File: src/rtl/reg_file_mp.sv
// Multi-port architectural register file: x[0..NREG-1], pc and interrupt enable,
// with write-to-read bypass, optional registered read and a per-register busy scoreboard.
module reg_file_mp #(
   parameter int               XLEN     = 32,
   parameter int               NREG     = 32,
   parameter int               NRD      = 2,
   parameter int               NWR      = 1,
   parameter int               BYPASS   = 1,
   parameter int               READ_LAT = 0,
   parameter logic [XLEN-1:0]  RESET_PC = {XLEN{1'b0}},
   localparam int              AW       = $clog2(NREG)
) (
   input  logic                      clk,
   input  logic                      reset_n,
   input  logic [NRD-1:0][AW-1:0]    rd_addr,
   output logic [NRD-1:0][XLEN-1:0]  rd_data,
   output logic [NRD-1:0]            rd_busy,
   input  logic [NWR-1:0]            wr_en,
   input  logic [NWR-1:0][AW-1:0]    wr_addr,
   input  logic [NWR-1:0][XLEN-1:0]  wr_data,
   input  logic                      alloc_en,
   input  logic [AW-1:0]             alloc_addr,
   input  logic                      pc_we,
   input  logic [XLEN-1:0]           pc_next,
   output logic [XLEN-1:0]           pc,
   input  logic                      intr_en_we,
   input  logic                      intr_en_next,
   output logic                      intr_en
);

   localparam logic [AW-1:0] ZERO_A = {AW{1'b0}};

   logic [XLEN-1:0]            r_x [NREG];
   logic [NREG-1:0]            r_busy;
   logic [XLEN-1:0]            r_pc;
   logic                       r_intr_en;

   logic [NREG-1:0]            w_wr_hit;
   logic [NREG-1:0]            w_busy_nxt;
   logic [NRD-1:0]             w_byp_hit;
   logic [NRD-1:0][XLEN-1:0]   w_byp_data;
   logic [NRD-1:0][XLEN-1:0]   w_rd_data;
   logic [NRD-1:0]             w_rd_busy;

   // Register array update; ports are walked in ascending order so the highest port wins.
   always_ff @(posedge clk or negedge reset_n) begin
      if (!reset_n) begin
         for (int r = 0; r < NREG; r++) begin
            r_x[r] <= {XLEN{1'b0}};
         end
      end else begin
         for (int i = 0; i < NWR; i++) begin
            if (wr_en[i] && (wr_addr[i] != ZERO_A)) begin
               r_x[wr_addr[i]] <= wr_data[i];
            end else begin
               r_x[0] <= {XLEN{1'b0}};
            end
         end
      end
   end

   // Which registers receive a write this cycle.
   always_comb begin
      w_wr_hit = {NREG{1'b0}};
      for (int i = 0; i < NWR; i++) begin
         w_wr_hit[wr_addr[i]] = w_wr_hit[wr_addr[i]] | wr_en[i];
      end
   end

   // Scoreboard next state: a new allocation outranks a completing write.
   always_comb begin
      w_busy_nxt = r_busy;
      for (int r = 0; r < NREG; r++) begin
         if (alloc_en && (alloc_addr == AW'(r))) begin
            w_busy_nxt[r] = 1'b1;
         end else if (w_wr_hit[r]) begin
            w_busy_nxt[r] = 1'b0;
         end else begin
            w_busy_nxt[r] = r_busy[r];
         end
      end
      w_busy_nxt[0] = 1'b0;
   end

   // Busy bit storage.
   always_ff @(posedge clk or negedge reset_n) begin
      if (!reset_n) begin
         r_busy <= {NREG{1'b0}};
      end else begin
         r_busy <= w_busy_nxt;
      end
   end

   // Read path: x0 forced to zero, otherwise the newest same-cycle write beats storage.
   always_comb begin
      w_byp_hit  = {NRD{1'b0}};
      w_byp_data = {(NRD*XLEN){1'b0}};
      w_rd_data  = {(NRD*XLEN){1'b0}};
      w_rd_busy  = {NRD{1'b0}};
      for (int j = 0; j < NRD; j++) begin
         for (int i = 0; i < NWR; i++) begin
            w_byp_data[j] = ((BYPASS != 0) && wr_en[i] && (wr_addr[i] == rd_addr[j]))
                            ? wr_data[i] : w_byp_data[j];
            w_byp_hit[j]  = w_byp_hit[j] |
                            ((BYPASS != 0) && wr_en[i] && (wr_addr[i] == rd_addr[j]));
         end
         if (rd_addr[j] == ZERO_A) begin
            w_rd_data[j] = {XLEN{1'b0}};
            w_rd_busy[j] = 1'b0;
         end else if (w_byp_hit[j]) begin
            w_rd_data[j] = w_byp_data[j];
            w_rd_busy[j] = 1'b0;
         end else begin
            w_rd_data[j] = r_x[rd_addr[j]];
            w_rd_busy[j] = r_busy[rd_addr[j]];
         end
      end
   end

   generate
      if (READ_LAT == 0) begin : g_comb_rd
         // Gate with reset so a bypassed write cannot leak out while held in reset.
         assign rd_data = reset_n ? w_rd_data : {(NRD*XLEN){1'b0}};
         assign rd_busy = reset_n ? w_rd_busy : {NRD{1'b0}};
      end else begin : g_reg_rd
         logic [NRD-1:0][XLEN-1:0] r_rd_data;
         logic [NRD-1:0]           r_rd_busy;

         // One-cycle read output stage.
         always_ff @(posedge clk or negedge reset_n) begin
            if (!reset_n) begin
               r_rd_data <= {(NRD*XLEN){1'b0}};
               r_rd_busy <= {NRD{1'b0}};
            end else begin
               r_rd_data <= w_rd_data;
               r_rd_busy <= w_rd_busy;
            end
         end
         assign rd_data = r_rd_data;
         assign rd_busy = r_rd_busy;
      end
   endgenerate

   // Program counter and interrupt enable.
   always_ff @(posedge clk or negedge reset_n) begin
      if (!reset_n) begin
         r_pc      <= RESET_PC;
         r_intr_en <= 1'b0;
      end else begin
         if (pc_we) begin
            r_pc <= pc_next;
         end else begin
            r_pc <= r_pc;
         end
         if (intr_en_we) begin
            r_intr_en <= intr_en_next;
         end else begin
            r_intr_en <= r_intr_en;
         end
      end
   end

   assign pc      = r_pc;
   assign intr_en = r_intr_en;

endmodule

File: config.mk
export PLATFORM = sky130hd
export DESIGN_NAME = reg_file_mp
export DESIGN_NICKNAME = d
export VERILOG_FILES = /design/src/rtl/reg_file_mp.sv
export SDC_FILE = /design/constraint.sdc
export NUM_CORES = 2
export LEC_CHECK = 0
export BUFFER_PORTS_ARGS = -buffer_cell sky130_fd_sc_hd__buf_2
export CAP_MARGIN = 20
export CORE_UTILIZATION = 51
export DETAILED_ROUTE_END_ITERATION = 12
export PLACE_DENSITY = 0.81
export SLEW_MARGIN = 15
export SYNTH_ARGS = -nofsm -noshare
export SYNTH_HDL_FRONTEND = slang
export SYNTH_SLANG_ARGS = --single-unit
File: constraint.sdc
create_clock -name clk -period 1.73 [get_ports clk]
set_input_delay 0.0865 -clock clk [delete_from_list [all_inputs] [get_ports clk]]
set_output_delay 0.0865 -clock clk [all_outputs]
set_load 0.02 [all_outputs]
# After elaboration in Yosys (flattened, before gate mapping)
# Memory sizes are Yosys's and may differ from the RTL's.
# Index checks and enable logic that the tools add are counted.
[word_totals]
n_memories = 1
inputBits = 91
word_cells = 271
mem_bits_ro = 32
output_inout_bits = 99
ff_bits = 1088
[mem_list]
columns = ["name", "depth", "word_bits", "rd", "rd_ports_with_merged_regs", "write_ports", "line", "source"]
rows = [
  ["(no name shown)", 32, 1, 1, 0, 0, "66", "w_wr_hit[wr_addr[i]] = w_wr_hit[wr_addr[i]] | wr_en[i];"],
]
[classes]
muxes = 89
n_reduce_logical = 70
magnitude_cmp = 8
bitwise = 5
n_eq_ne = 33
[op_table]
columns = ["op", "n"]
rows = [
  ["bitwise mux 1024 bit", 1],
  ["binary-select mux 32 bit (select 5 bit)", 2],
  ["two-way mux 32 bit", 10],
  ["demux 32 bit (select 5 bit)", 1],
  ["== test 5 bit, second input constant", 16],
  ["two-way mux 1 bit", 70],
  ["two-way mux 64 bit", 1],
  ["nonzero test 2 bit", 31],
  ["== test 5 x 4 -> 1 bit, second input constant", 8],
  ["logical AND 1 bit", 36],
  ["AND 32 bit", 1],
  ["== test 5 x 3 -> 1 bit, second input constant", 4],
  [">= comparator 6 bit, second input constant", 3],
  ["< comparator 5 x 6 -> 1 bit, second input constant", 3],
  ["inverter 5 -> 6 bit", 3],
  ["binary-select mux 1 bit (select 5 bit)", 2],
  ["== test 5 x 2 -> 1 bit, second input constant", 2],
  ["== test 5 bit", 2],
  ["zero test 5 bit", 2],
  ["< comparator 6 x 1 -> 1 bit, second input constant", 1],
  ["demux 1 bit (select 5 bit)", 1],
  ["== test 5 x 1 -> 1 bit, second input constant", 1],
  [">= comparator 5 x 1 -> 1 bit, second input constant", 1],
  ["nonzero test 5 bit", 1],
  ["2 further kinds", 2],
]

# Logic depth before layout (Yosys ltp)
[logic_depth]
ltp_word = 7
ltp_mapped = 11

# Worst setup path after synthesis
# OpenSTA, ideal clock, no wires.
[synth_timing]
path_type = "input to output"
start = "in rd_addr[5] in the netlist's numbering"
end = "out rd_data[39] in the netlist's numbering"
stages = 10
required_time_ns = 1.643
arrival_ns = 1.934
path_slack_ns = -0.290
path_cell_list = "buf_6 buf_6 buf_8 buf_6 mux2i_1 a221o_1 o221ai_1 o21ai_0 o211ai_1 nor3b_1"
[synth_lines]
columns = ["element", "line", "source"]
rows = [
  ["start: declaration", "15", "input logic [NRD-1:0][AW-1:0] rd_addr,"],
  ["end: declaration", "16", "output logic [NRD-1:0][XLEN-1:0] rd_data,"],
]

==> impl_metrics.json <==
{
  "rsz0062_at_grt": "yes",
  "final_nets": 4918,
  "rows": 123,
  "critPathArrivalTime_ns": 2.76,
  "grt_pass1_wl_um": 303000,
  "hp-class": "primary input to register",
  "critical_path_class": "register to primary output",
  "io_pins": 190,
  "die_width_um": 340,
  "hpwl_um": 128000,
  "yosysWarningCount": 0,
  "cts_tree": "built",
  "clkLatencyLatePin_ns": 0.71,
  "cts.sinks": 1088,
  "tightest_slew_ns": 1.20,
  "violations": "negative setup slack",
  "core_sq_mm": 0.113,
  "synth.area.top_cells": "dfrtp_1 47%, mux4_2 20%, mux2_2 19%",
  "grt_antenna_before_repair": 3,
  "synthArstFlopShare": 1.00,
  "syn_inst": 3953,
  "routed_wl_um": 205000,
  "worst-path-max-fanout": 3,
  "utilization": 0.661,
  "grt_pass1_vias": 46700,
  "place_congestion": 0.928,
  "drt_iter0_drc": 5312,
  "netlist-cell-type-count": 53,
  "slew_violations": 0,
  "area_delta_synth_final_pct": 27.9,
  "drtAntennaViolNets": 0,
  "setup_tns_ns": -64.45,
  "vias": 44200,
  "slew_headroom": 0.199,
  "port_buffers": 189,
  "grt_overflow": 0,
  "drt-pass1-iter-count": 5,
  "p_leak_uw": 0.0333,
  "fill_cells": 7369,
  "cap_violations": 0,
  "post_drt_wl_per_cell_um": 31.9,
  "synth_top_area_cell": "dfrtp_1",
  "final-setup-viol-count": 155,
  "max-clock-path-buffers": 3,
  "power_per_cell_area_mw_per_mm2": 1080,
  "cp-end-kind": "primary output",
  "syn_area_sq_mm": 0.0584,
  "grt_usage": 0.353,
  "synth_edf_count": 0,
  "finalInstanceArea_sq_mm": 0.0747,
  "numCtsBuffers": 114,
  "outcome": "complete, but fails checks",
  "drc": 0,
  "clk_pin_slew_worst_paths_ns": 0.07,
  "grt_max_degree": 172,
  "drive_gt1_frac": 0.622,
  "clock-root-buffer": "clkbuf_16",
  "htree_levels": 3,
  "initial_utilization": 0.517,
  "finalHoldViolations": 0,
  "dieArea_sq_mm": 0.116,
  "ys_ff_latch": 1088,
  "ys.flop_type": "dfrtp_1",
  "finalCriticalPeriod_ns": 2.85,
  "dpl_cell_area_sq_mm": 0.0680,
  "skew_ns": 0,
  "fmax_ghz": 0.351,
  "diodes": 0,
  "worst_ep_required_time_ns": 1.64,
  "vdd.ir_drop.worst_v": 0.00103,
  "fin_ws_ns": -1.12,
  "final_common_cell": "dfrtp_1",
  "avgSynthCellArea_sq_um": 14.8,
  "viasPerCell": 6.88,
  "min_period_over_period": 1.65,
  "crit_path_start_kind": "register",
  "synthesis.nets": 4044,
  "synth_top_cell_area_share": 0.466,
  "yosysSeqAreaShare": 0.466,
  "mostFrequentLayoutCells": "1088 x dfrtp_1, 997 x mux2_2, 719 x buf_4, 519 x mux4_2, 162 x mux2i_1",
  "die_y_um": 340
}
==> area by class of cell <==
type | count | area, sq um | share of cell area
clock inverters | 45 | 508 | 0.00680
multi-input cells | 2435 | 30700 | 0.412
flip-flops and latches | 1088 | 27200 | 0.365
repair buffers | 1169 | 11000 | 0.147
inverters | 19 | 76.3 | 0.00102
clock buffers | 162 | 3300 | 0.0442
well taps | 1500 | 1880 | 0.0251
==> per-layer routing <==
metal | global-route usage | share of wire | up-vias
li1 | - | - | 17000
met1 | 0.448 | 0.35 | 23000
met2 | 0.540 | 0.46 | 3269
met3 | 0.0932 | 0.11 | 929
met4 | 0.226 | 0.076 | 2
met5 | 0 | 0.000073 | -
==> through the flow <==
stage | hold WS, ns | cells | setup slack, ns | total power, uW
global placement | 0.317 | 6033 | -0.756 | 51800
finish | 0.0273 | 6418 | -1.12 | 80500
detailed placement | 0.321 | 6034 | -0.772 | 53000
global route | 0.0429 | 6418 | -1.12 | 83000
floorplan | -0.209 | 3953 | -0.0962 | 45200
CTS | 0.000799 | 6402 | -1.09 | 79500
==> Yosys cell counts (3+ instances only) <==
master / n
nor3_1: 42
a32o_1: 6
nor2b_1: 15
mux4_2: 515
buf_1: 25
a221o_1: 10
buf_2: 88
a221oi_1: 58
a21oi_1: 34
a211oi_1: 37
a22o_1: 8
inv_1: 16
xor2_1: 8
mux2_2: 997
mux2i_1: 178
nand3b_1: 4
o21ai_0: 90
o31ai_1: 8
o32ai_1: 5
nand2b_1: 5
nor3b_1: 6
o22ai_1: 14
buf_4: 21
mux4_1: 8
o311ai_0: 5
dfrtp_1: 1088
a22oi_1: 34
nand3_1: 34
and3_1: 18
nor2_1: 78
a311oi_1: 3
clkbuf_1: 240
buf_6: 18
nand2_1: 157
and2_1: 38
buf_8: 17
==> cell families after synthesis <==
logic type / after synthesis / synth area share
buffers and inverters: 430 / 0.0370
AOI/OAI and AO/OA: 322 / 0.0384
DFF: 1088 / 0.466
and+or+nand+nor: 405 / 0.0319
xor gates and xnor gates: 10 / 0.00150
muxes: 1698 / 0.425
==> critical path, stage by stage, from the launching register on <==
cell and delay, ns:
dfrtp_1 0.40, mux4_2 0.47, mux4_2 0.55, a22oi_2 0.27, nand2_2 0.16, buf_6 0.17
==> flip-flops by register name (all words and copies together) (netlist names) <==
register  count
r_x        1024
pc           32
r_busy       31
intr_en       1
==> power breakdown <==
part           internal, uW  switching [uW]
clock network         14600           10800
logic                 12800            8610
registers             30200            3520
==> path summary, 6_finish.rpt <==
path                                        startpoint                     end  cells after the start  slack (ns)
min in group asynchronous                      reset_n   r_x[1022]$_DFFE_PN0P_                      4        0.34
worst max register to register  r_busy[14]$_DFFE_PN0P_  r_busy[14]$_DFFE_PN0P_                      4        0.32
worst min-delay path                       wr_data[11]    r_x[459]$_DFFE_PN0P_                      2        0.03
worst min register to register   r_x[1013]$_DFFE_PN0P_   r_x[1013]$_DFFE_PN0P_                      1        0.51
worst max-delay path              r_x[946]$_DFFE_PN0P_             rd_data[50]                      5       -1.12
max in group asynchronous                      reset_n    r_x[461]$_DFFE_PN0P_                      6       -0.08
==> timing repair <==
action | 4_1_cts | 5_1_grt
endpoints found under the hold margin | 509 | 171
gates resized for setup | 234 | 81
endpoints found under the setup margin | 66 | 339
hold buffers | 106 | 2
buffers inserted | 63 | 20
pin swaps | 97 | 59
Note: power is estimated with default switching activity, not from simulation.
